$ cat src/rtl/ann_mem_pkg.sv
// Shared types and constants for the ANN weight memory read path.
package ann_mem_pkg;

    localparam int WEIGHT_DEPTH  = 28;
    localparam int WEIGHT_ADDR_W = 5;
    localparam int WEIGHT_DATA_W = 16;

    // Fetch controller states.
    typedef enum logic [1:0] {
        ST_IDLE  = 2'd0,
        ST_FETCH = 2'd1,
        ST_DRAIN = 2'd2,
        ST_FIN   = 2'd3
    } wfetch_state_t;

    // One buffered weight: the word, the address it came from, and whether
    // it is the final word of the pass.
    typedef struct packed {
        logic [WEIGHT_DATA_W-1:0] data;
        logic [WEIGHT_ADDR_W-1:0] index;
        logic                     last;
    } wfetch_entry_t;

endpackage

$ cat src/rtl/wfetch_skid_fifo.sv
// Two-entry synchronous skid FIFO between the weight BRAM read port and the
// MAC. Entry 0 is always the head, so the head outputs come straight from a
// register. Push and pop in the same cycle are allowed; the caller never
// pushes into a full FIFO. Flush empties it in one cycle.
module wfetch_skid_fifo
    import ann_mem_pkg::*;
(
    input  logic          i_clk,
    input  logic          i_rst_n,
    input  logic          i_flush,
    input  logic          i_push,
    input  wfetch_entry_t i_push_entry,
    input  logic          i_pop,
    output wfetch_entry_t o_head,
    output logic [1:0]    o_count
);

    wfetch_entry_t r_entry0;
    wfetch_entry_t r_entry1;
    logic [1:0]    r_count;
    logic          w_pop;

    // A pop of an empty FIFO is ignored.
    assign w_pop = i_pop && (r_count != 2'd0);

    // Entry storage and occupancy; reset and flush both empty the FIFO.
    always_ff @(posedge i_clk) begin
        if (!i_rst_n || i_flush) begin
            r_entry0 <= '0;
            r_entry1 <= '0;
            r_count  <= 2'd0;
        end else begin
            case ({i_push, w_pop})
                2'b10: begin
                    if (r_count == 2'd0) begin
                        r_entry0 <= i_push_entry;
                    end else begin
                        r_entry1 <= i_push_entry;
                    end
                    r_count <= r_count + 2'd1;
                end
                2'b01: begin
                    r_entry0 <= r_entry1;
                    r_count  <= r_count - 2'd1;
                end
                2'b11: begin
                    if (r_count == 2'd1) begin
                        r_entry0 <= i_push_entry;
                    end else begin
                        r_entry0 <= r_entry1;
                        r_entry1 <= i_push_entry;
                    end
                end
                default: begin
                end
            endcase
        end
    end

    assign o_head  = r_entry0;
    assign o_count = r_count;

endmodule

$ cat src/rtl/weight_fetch_ctrl.sv
// Read-side controller for one per-neuron weight BRAM. On START it reads
// addresses 0..DEPTH-1 and streams the words to the MAC over valid/ready,
// buffering up to two words in a skid FIFO.
//
// Handshake: a beat transfers on every posedge where o_w_valid and i_w_ready
// are both high; while o_w_valid is high and i_w_ready is low the beat
// (data, index, last) is held unchanged; o_w_valid never drops without a
// transfer except on abort or reset.
//
// Optional feature: define WFETCH_STALL_CNT_EN to build the backpressure
// stall counter; otherwise o_stall_cnt is tied to zero.
module weight_fetch_ctrl
    import ann_mem_pkg::*;
#(
    parameter int DEPTH  = WEIGHT_DEPTH,
    parameter int ADDR_W = WEIGHT_ADDR_W,
    parameter int DATA_W = WEIGHT_DATA_W
) (
    input  logic              i_clk,
    input  logic              i_rst_n,
    input  logic              i_start,
    input  logic              i_abort,
    output logic [ADDR_W-1:0] o_bram_addr,
    output logic              o_bram_en,
    output logic              o_bram_we,
    output logic [DATA_W-1:0] o_bram_di,
    input  logic [DATA_W-1:0] i_bram_do,
    output logic [DATA_W-1:0] o_w_data,
    output logic              o_w_valid,
    input  logic              i_w_ready,
    output logic              o_w_last,
    output logic [ADDR_W-1:0] o_w_index,
    output logic              o_busy,
    output logic              o_done,
    output logic [15:0]       o_stall_cnt,
    output wfetch_state_t     o_state
);

    wfetch_state_t     r_state;
    wfetch_state_t     w_next_state;
    logic [ADDR_W-1:0] r_rd_ptr;
    logic [ADDR_W-1:0] r_bram_addr;
    // High exactly on issue cycles; doubles as the BRAM read enable, and
    // marks that BRAM_DO must be captured on the next posedge.
    logic              r_inflight;
    logic              w_issue;
    logic              w_start_acc;
    logic              w_abort;
    logic              w_pop;
    logic              w_valid;
    logic [2:0]        w_occ;
    logic [1:0]        w_count;
    wfetch_entry_t     w_push_entry;
    wfetch_entry_t     w_head;

    assign w_abort = i_abort && (r_state != ST_IDLE);
    assign w_valid = (w_count != 2'd0);
    assign w_pop   = w_valid && i_w_ready;
    // Words that will be buffered after this edge; a new issue lands one
    // cycle later, so keeping this below 2 makes overflow impossible.
    assign w_occ   = 3'(w_count) + 3'(r_inflight) - 3'(w_pop);

    // State register.
    always_ff @(posedge i_clk) begin
        if (!i_rst_n) begin
            r_state <= ST_IDLE;
        end else begin
            r_state <= w_next_state;
        end
    end

    // Next state, issue decision and START acceptance; ABORT overrides all.
    always_comb begin
        w_next_state = r_state;
        w_issue      = 1'b0;
        w_start_acc  = 1'b0;
        case (r_state)
            ST_IDLE: begin
                if (i_start && !i_abort) begin
                    w_next_state = ST_FETCH;
                    w_start_acc  = 1'b1;
                end
            end
            ST_FETCH: begin
                if (w_occ < 3'd2) begin
                    w_issue = 1'b1;
                    if (r_rd_ptr == ADDR_W'(DEPTH - 1)) begin
                        w_next_state = ST_DRAIN;
                    end
                end
            end
            ST_DRAIN: begin
                if (w_pop && w_head.last) begin
                    w_next_state = ST_FIN;
                end
            end
            ST_FIN: begin
                w_next_state = ST_IDLE;
            end
            default: begin
                w_next_state = ST_IDLE;
            end
        endcase
        if (w_abort) begin
            w_next_state = ST_IDLE;
            w_issue      = 1'b0;
        end
    end

    // Read pointer, registered BRAM address and in-flight flag.
    always_ff @(posedge i_clk) begin
        if (!i_rst_n) begin
            r_rd_ptr    <= '0;
            r_bram_addr <= '0;
            r_inflight  <= 1'b0;
        end else begin
            r_inflight <= w_issue;
            if (w_start_acc || w_abort) begin
                r_rd_ptr <= '0;
            end else if (w_issue) begin
                r_rd_ptr <= r_rd_ptr + ADDR_W'(1);
            end
            if (w_issue) begin
                r_bram_addr <= r_rd_ptr;
            end
        end
    end

    // The BRAM presents data by the posedge after the issue cycle; the
    // address register still holds the address it was read from.
    assign w_push_entry.data  = i_bram_do;
    assign w_push_entry.index = r_bram_addr;
    assign w_push_entry.last  = (r_bram_addr == ADDR_W'(DEPTH - 1));

    wfetch_skid_fifo u_fifo (
        .i_clk        (i_clk),
        .i_rst_n      (i_rst_n),
        .i_flush      (w_abort),
        .i_push       (r_inflight),
        .i_push_entry (w_push_entry),
        .i_pop        (w_pop),
        .o_head       (w_head),
        .o_count      (w_count)
    );

`ifdef WFETCH_STALL_CNT_EN
    logic [15:0] r_stall_cnt;

    // Saturating count of cycles a valid beat waits on the MAC.
    always_ff @(posedge i_clk) begin
        if (!i_rst_n) begin
            r_stall_cnt <= 16'd0;
        end else if (w_start_acc) begin
            r_stall_cnt <= 16'd0;
        end else if (w_valid && !i_w_ready && (r_stall_cnt != 16'hFFFF)) begin
            r_stall_cnt <= r_stall_cnt + 16'd1;
        end
    end

    assign o_stall_cnt = r_stall_cnt;
`else
    assign o_stall_cnt = 16'd0;
`endif

    assign o_bram_addr = r_bram_addr;
    assign o_bram_en   = r_inflight;
    assign o_bram_we   = 1'b0;
    assign o_bram_di   = '0;
    assign o_w_data    = w_head.data;
    assign o_w_index   = w_head.index;
    assign o_w_last    = w_head.last;
    assign o_w_valid   = w_valid;
    assign o_busy      = (r_state != ST_IDLE);
    assign o_done      = (r_state == ST_FIN);
    assign o_state     = r_state;

endmodule

$ cat config.mk
export PLATFORM = sky130hd
export DESIGN_NAME = weight_fetch_ctrl
export DESIGN_NICKNAME = d
export VERILOG_FILES = /design/src/rtl/ann_mem_pkg.sv /design/src/rtl/wfetch_skid_fifo.sv /design/src/rtl/weight_fetch_ctrl.sv
export SDC_FILE = /design/constraint.sdc
export NUM_CORES = 1
export LEC_CHECK = 0
export BUFFER_PORTS_ARGS = -buffer_cell sky130_fd_sc_hd__buf_2
export CELL_PAD_IN_SITES_DETAIL_PLACEMENT = 1
export CELL_PAD_IN_SITES_GLOBAL_PLACEMENT = 2
export CORE_UTILIZATION = 30
export CTS_CLUSTER_DIAMETER = 60
export DETAILED_ROUTE_END_ITERATION = 7
export HOLD_SLACK_MARGIN = 0.05
export PLACE_DENSITY = 0.81
export SLEW_MARGIN = 5
export SYNTH_ARGS = -nofsm -noshare
export SYNTH_HDL_FRONTEND = slang
export SYNTH_SLANG_ARGS = --single-unit
export TNS_END_PERCENT = 100
$ cat constraint.sdc
create_clock -name i_clk -period 3.8 [get_ports i_clk]
set_input_delay 0 -clock i_clk [delete_from_list [all_inputs] [get_ports i_clk]]
set_output_delay 0 -clock i_clk [all_outputs]
set_load 0.01 [all_outputs]
==> summary.txt, run 1 <==
Global route
  • Met2 GRT Util: 25.8%
  • Antenna violations before repair: 0
  • Vias in the first global route: 2405
  • Busiest metal layer after global routing: met2
  • First-pass GRT wire length: 11.6 mm
  • GRT Util Overall: 15.0%
  • M3 GR Usage: 5.27%
  • Total gr overflow: 0
  • Largest net degree at the start of global routing: 48
  • Grt met1 use: 17.5%

Layout
  • Diodes inserted: 0
  • Filler cells: 1084
  • Final cell count without fillers: 515
  • Share of layout cells above drive strength 1: 20.5%
  • Layout Nets: 414
  • Area taken by multi-input logic gates: 1390 µm²
  • Seq. cell area: 1180 µm²
  • Synth-to-layout area growth: 20.5%

CTS
  • H-tree levels: 3
  • CTS tree: yes
  • Post-CTS setup buffers: 0
  • Sink Count: 59
  • Clock slew at reported path FFs: 70 ps
  • Max Root-Sink Buffers: 2
  • Worst-skew pair later-pin latency: 340 ps
  • Num CTS Buffers: 9
  • Root Buffer: clkbuf_8

Die
  • Row count: 35
  • Core Area: 9240 µm²
  • I/O Pins: 87
  • Die W: 99.7 µm
  • Die area: 9940 µm²
  • Die height: 99.7 µm
  • Initial core utilization: 31.0%

Power and ir drop
  • PD cells: 656 nW/µm²
  • P_leak: 1.63 nW
  • Worst vdd ir: 0.379 mV

Synth
  • Xor/xnor cell area share of the yosys netlist: 1.49%
  • Synth Area in Adders: 5.50%
  • Largest family of logic cells by synthesized area: simple AND/OR/NAND/NOR gates
  • Post-synthesis mux area share: 7.69%
  • Post-synthesis sequential area ratio: 41.2%
  • Post-Syn Area: 2860 µm²
  • Post-synth cell types: 38
  • Synth warn: 0
  • Ys async rst share: 0%
  • Main synth FF type: dfxtp_1
  • Post-synthesis compound-gate area fraction: 12.4%
  • Synthesized flop and latch total: 59
  • Simple-gate portion of the synthesized area: 17.0%
  • Post-synth EDFFs: 0
  • Syn Area/Cell: 8.98 µm²
  • Cell count after synthesis: 319

Critical path
  • Reg2reg start: u_fifo.o_count[1]
  • Slowest CP cell: or4_1
  • RR Endpoint: r_rd_ptr[3]
  • Cell repeated most along the worst path: ha_1
  • R2R cell count: 10
  • Worst EP required: 4060 ps
  • CP max FO: 11
  • Crit path launch type: flop
  • Crit Path Category: reg -> reg
  • CP Capture Type: flop
  • Worst path cell trace: inv_1 -> ha_1 -> nor2b_1 -> ha_1 -> nand2b_1 -> fa_1 -> xnor2_2 -> nand4_1 -> or4_1 -> a21oi_1
  • Critical path arrival: 3370 ps
  • Reg-to-reg setup timing slack: 690 ps
  • Critical path's largest stage delay: 590 ps

STA
  • Crit path time final: 3110 ps
  • Clock skew: 11.7 ps
  • Fmax: 322 MHz
  • Tightest Pin Transition: 1150 ps
  • Fin. Hold Viols: 0
  • RSZ-0062 raised after global routing: no
  • Tcrit/Tclk final: 81.8%
  • Final setup vio count: 0
  • Worst slew margin: 23.4%
  • Fin. max-slew vios: 0
  • Sum Neg Setup Slack: 0 ps

Hold path
  • Hold path start: i_w_ready
  • Min-Delay Endpoint: o_state[1]
  • HP Class: in -> reg
  • Hold path depth: 4

Drt
  • Final WL: 7.10 mm
  • Drt via density: 4.66
  • Number of DRC markers in iteration 0: 194
  • Post-route DRC: 0
  • TritonRoute pass-1 iters: 5
  • Via count: 2402
  • ANT nets after route: 0
  • Per-cell routed wire length: 13.8 µm

Place
  • I/O Buffers: 53
  • GPL Wtd Cong: 0.781
  • Final HPWL DP: 4.65 mm
  • Number of instances in the placed design: 481

Status
  • Status: completed

Flow run
  • MaxCap Viol Count: 0
power by group:
part | internal [W] | switching [W] | total (W)
combinational | 0.000350 | 0.000540 | 0.000891
sequential | 0.000753 | 0.0000821 | 0.000835
clock | 0.000273 | 0.000265 | 0.000537
total | 0.00138 | 0.000887 | 0.00226
synth_stat cells (all sizes together), types with 4 or more instances:
library cell  count  area share, %
dfxtp            59             41
nor2             49            6.4
buf              48             12
mux2i            22            7.7
nor3             22            3.8
a222oi           21            7.3
nand2            19            2.5
inv              12            1.6
a21oi            11            1.9
ha               11            4.8
clkbuf            9            1.2
nor2b             4           0.87
layout make-up:
type	instances	share of cell area (%)
Inverter	12	1.30
Clock buffer	11	4.39
Clock inverter	5	1.05
Tap cell	129	4.68
Timing Repair Buffer	76	14.0
Sequential cell	59	34.2
Multi-Input combinational cell	223	40.4
per-stage QoR:
stage                     util [%]  hold WS, ps  area [µm²]  power, W  setup slack, ps
after floorplan                  -          144        2980   0.00149             1180
after global placement        33.4          253        3080   0.00171              830
after detailed placement      33.4          260        3080   0.00174              692
after CTS                     37.4          164        3450   0.00231              639
after global routing          37.4          190        3450   0.00245              448
final                         37.4          188        3450   0.00226              693
state kept, by name (all words and copies together) (netlist names):
signal and count:
u_fifo.o_head 22, u_fifo.o_count 2, r_rd_ptr 5, u_fifo.r_entry1 22, o_state 2, o_bram_addr 5
o_bram_en 1
placed cells by master (no fill, tap or decap), types with 2 or more instances in the layout:
cell type      instances
clkbuf_8              11
a211oi_1               2
o21ai_0                2
nand2b_1               2
or4_1                  2
o31ai_1                3
clkinvlp_4             3
xor2_1                 2
a21oi_1               10
buf_2                 53
nor2b_1                4
inv_1                 12
nor3_1                22
dlygate4sd3_1         18
ha_1                  11
nor2_1                49
dfxtp_1               59
a222oi_1              21
buf_4                  5
nand3b_1               2
mux2i_1               22
nand2_1               19
conb_1                33
worst max-delay path: cells and delay by family (launching register included):
kind	cells	cell delay [ps]
compound gates	1	170
xor+xnor	1	190
fa+ha+maj	3	880
buf+inv	1	120
flops	1	420
simple gates	4	1250
logic make-up after synthesis:
| group | after synthesis |
|---|---|
| AOI/OAI and AO/OA | 45 |
| xor gates and xnor gates | 4 |
| adders and majority gates | 12 |
| buffers and inverters | 69 |
| DFF | 59 |
| muxes | 22 |
| other | 1 |
| and+or+nand+nor | 107 |
layer usage:
metal,part of all wire [%],up-vias
met4,0.72,0
met5,0,-
met2,50,75
li1,-,1175
met1,43,1147
met3,6.3,5
worst max-delay path by stage:
stage / end / from / cells after the start
floorplan: r_rd_ptr[4] / u_fifo.o_count[1] / 11
global placement: r_rd_ptr[3] / u_fifo.o_count[1] / 10
detailed placement: r_rd_ptr[3] / u_fifo.o_count[1] / 10
CTS: r_rd_ptr[3] / u_fifo.o_count[1] / 10
global route: r_rd_ptr[3] / u_fifo.o_count[1] / 10
finish: r_rd_ptr[3] / u_fifo.o_count[1] / 10
timing repair:
action	CTS	global route
endpoints found under the hold margin	38	0
hold buffers	18	0
gates resized for setup	0	0
No activity file was read; power rests on OpenSTA's default activity.
==> run 2: changes to the inputs <==
Settings changed: CORE_UTILIZATION 30 to 27, PLACE_DENSITY 0.81 to 0.77.
Clock period 3.8 ns to 2.61 ns, I/O delays scaled along.
==> summary.txt, run 2 (synthesis results as in run 1) <==
Die
  • Row count: 37 (was 35)
  • Initial core utilization: 27.7% (was 31.0%)
  • Core Area: 10300 µm² (was 9240 µm²)
  • I/O Pins: 87 (unchanged)
  • Die height: 105 µm (was 99.7 µm)
  • Die W: 105 µm (was 99.7 µm)
  • Die area: 11000 µm² (was 9940 µm²)

Layout
  • Most frequent cells in the layout: dfxtp_1 (57), buf_2 (53), nor2_1 (49) (was dfxtp_1 (59), buf_2 (53), nor2_1 (49))
  • Layout Nets: 426 (was 414)
  • Synth-to-layout area growth: 26.4% (was 20.5%)
  • Finished Core Util: 35.1% (was 37.4%)
  • Share of layout cells above drive strength 1: 24.7% (was 20.5%)
  • Most common cell after layout, fill and taps aside: dfxtp_1 (unchanged)
  • Diodes inserted: 0 (unchanged)

Critical path
  • Crit Path Category: reg -> reg (unchanged)
  • Crit path launch type: flop (unchanged)
  • R2R cell count: 10 (unchanged)
  • Reg2reg start: u_fifo.o_count[0] (was u_fifo.o_count[1])
  • Worst EP required: 2810 ps (was 4060 ps)
  • CP Capture Type: flop (unchanged)
  • RR Endpoint: r_rd_ptr[3] (unchanged)
  • Reg-to-reg setup timing slack: 110 ps (was 690 ps)
  • CP max FO: 9 (was 11)
  • Critical path arrival: 2700 ps (was 3370 ps)

STA
  • Sum Neg Setup Slack: 0 ps (unchanged)
  • Worst hold slack: 188 ps (about the same)
  • Final setup vio count: 0 (unchanged)
  • Tcrit/Tclk final: 95.7% (was 81.8%)
  • Fmax: 400 MHz (was 322 MHz)
  • Tightest Pin Transition: 722 ps (was 1150 ps)
  • Crit path time final: 2500 ps (was 3110 ps)
  • Worst slew margin: 51.4% (was 23.4%)
  • Clock skew: 14.6 ps (was 11.7 ps)
  • Final setup margin: 112 ps (was 693 ps)
  • Fin. Hold Viols: 0 (unchanged)
  • Fin. max-slew vios: 0 (unchanged)

Drt
  • DRT met1 WL: 3.23 mm (was 3.06 mm)
  • Via count: 2465 (was 2402)
  • Drt via density: 4.62 (was 4.66)
  • Final WL: 7.13 mm (was 7.10 mm)
  • Number of DRC markers in iteration 0: 125 (was 194)
  • ANT nets after route: 0 (unchanged)
  • Post-route DRC: 0 (unchanged)
  • Top routing layer in use: met4 (unchanged)
  • TritonRoute pass-1 iters: 6 (was 5)
  • Per-cell routed wire length: 13.4 µm (was 13.8 µm)
  • Met2 routed WL: 3.52 mm (was 3.55 mm)
  • Metal3 WL: 326 µm (was 444 µm)

Power and ir drop
  • P_leak: 1.73 nW (was 1.63 nW)
  • Reg power frac: 33.9% (was 36.9%)
  • Logic pwr share: 39.6% (was 39.4%)
  • Worst vdd ir: 0.407 mV (was 0.379 mV)
  • Pint: 0.00229 W (was 0.00138 W)
  • PD cells: 992 nW/µm² (was 656 nW/µm²)
  • Sw power: 0.00130 W (was 0.000887 W)
  • Clk pwr share: 26.5% (was 23.7%)
  • Switching share of power: 36.2% (was 39.2%)

Global route
  • Antenna violations before repair: 0 (unchanged)
  • Total gr overflow: 0 (unchanged)
  • First-pass GRT wire length: 11.7 mm (was 11.6 mm)
  • GRT Util Overall: 13.5% (was 15.0%)
  • Largest net degree at the start of global routing: 48 (unchanged)
  • Vias in the first global route: 2409 (was 2405)

Place
  • I/O Buffers: 53 (unchanged)
  • DP Worst Slack: 8.37 ps (was 692 ps)
  • Final HPWL DP: 4.83 mm (was 4.65 mm)
  • GPL Wtd Cong: 0.689 (was 0.781)

Flow run
  • MaxCap Viol Count: 0 (unchanged)

CTS
  • Worst-skew pair later-pin latency: 340 ps (about the same)
  • H-tree levels: 3 (unchanged)
  • Root Buffer: clkbuf_8 (unchanged)
  • CTS tree: yes (unchanged)
  • Max Root-Sink Buffers: 2 (unchanged)
  • Sink Count: 59 (unchanged)
  • Num CTS Buffers: 9 (unchanged)
  • Clock slew at reported path FFs: 80 ps (was 70 ps)

Hold path
  • HP Class: in -> reg (unchanged)
  • Hold path start: i_w_ready (unchanged)
  • Hold path depth: 4 (unchanged)
  • Min-Delay Endpoint: o_state[1] (unchanged)

Status
  • Status: completed (unchanged)
run 2: worst max-delay path, cell delays in order (launching register included):
cell      delay, ps
dfxtp_2         330
inv_1            60
ha_1            210
nor2b_1         130
ha_1            240
nand2b_4        140
fa_2            570
nand4_1         140
buf_4           210
o31ai_2         250
a21oi_2          80
run 2: repair_timing:
action                                  in CTS  in global routing
endpoints found under the setup margin       1                  7
hold buffers                                18                  0
pin swaps                                    1                  5
gates resized for setup                      1                  6
endpoints found under the hold margin       39                  0
buffers inserted                             1                  1
run 2: stage by stage:
stage / total power (W) / area, µm² / instances
2_1_floorplan: 0.00216 / 2990 / 351
4_1_cts: 0.00362 / 3580 / 532
6_report: 0.00359 / 3620 / 533
3_5_place_dp: 0.00260 / 3170 / 498
5_1_grt: 0.00385 / 3620 / 533
3_3_place_gp: 0.00255 / 3170 / 498
run 2: power by group through the flow:
stage          Clock, W  Sequential (W)  Combinational, W
4_1_cts        0.000979         0.00122           0.00142
6_report       0.000950         0.00122           0.00142
3_3_place_gp          0         0.00122           0.00133
2_1_floorplan         0         0.00129          0.000874
3_5_place_dp          0         0.00124           0.00137
5_1_grt         0.00103         0.00125           0.00158
run 2: how the worst max path moves through the flow:
stage	startpoint	to	slack, ps	cells after the start
5_1_grt	u_fifo.o_count[0]	r_rd_ptr[4]	-8	10
3_5_place_dp	u_fifo.o_count[0]	r_rd_ptr[3]	8	10
4_1_cts	u_fifo.o_count[0]	r_rd_ptr[3]	30	10
6_report	u_fifo.o_count[0]	r_rd_ptr[3]	110	10
3_3_place_gp	u_fifo.o_count[0]	r_rd_ptr[3]	130	10
2_1_floorplan	u_fifo.o_count[1]	r_rd_ptr[4]	50	11
run 2: layout make-up:
cell class                 count  area, µm²
fill                        1216       6700
tap                          136        170
multi-input combinational    223       1420
sequential                    59       1180
clock inverter                 4       73.8
clock buffer                  11        151
timing repair buffer          88        573
inverter                      12       45.0
run 2: routing by layer:
metal	vias up	GRT usage [%]
met5	-	0
li1	1194	-
met3	6	4.49
met4	0	3.92
met1	1201	16.7
met2	64	22.4
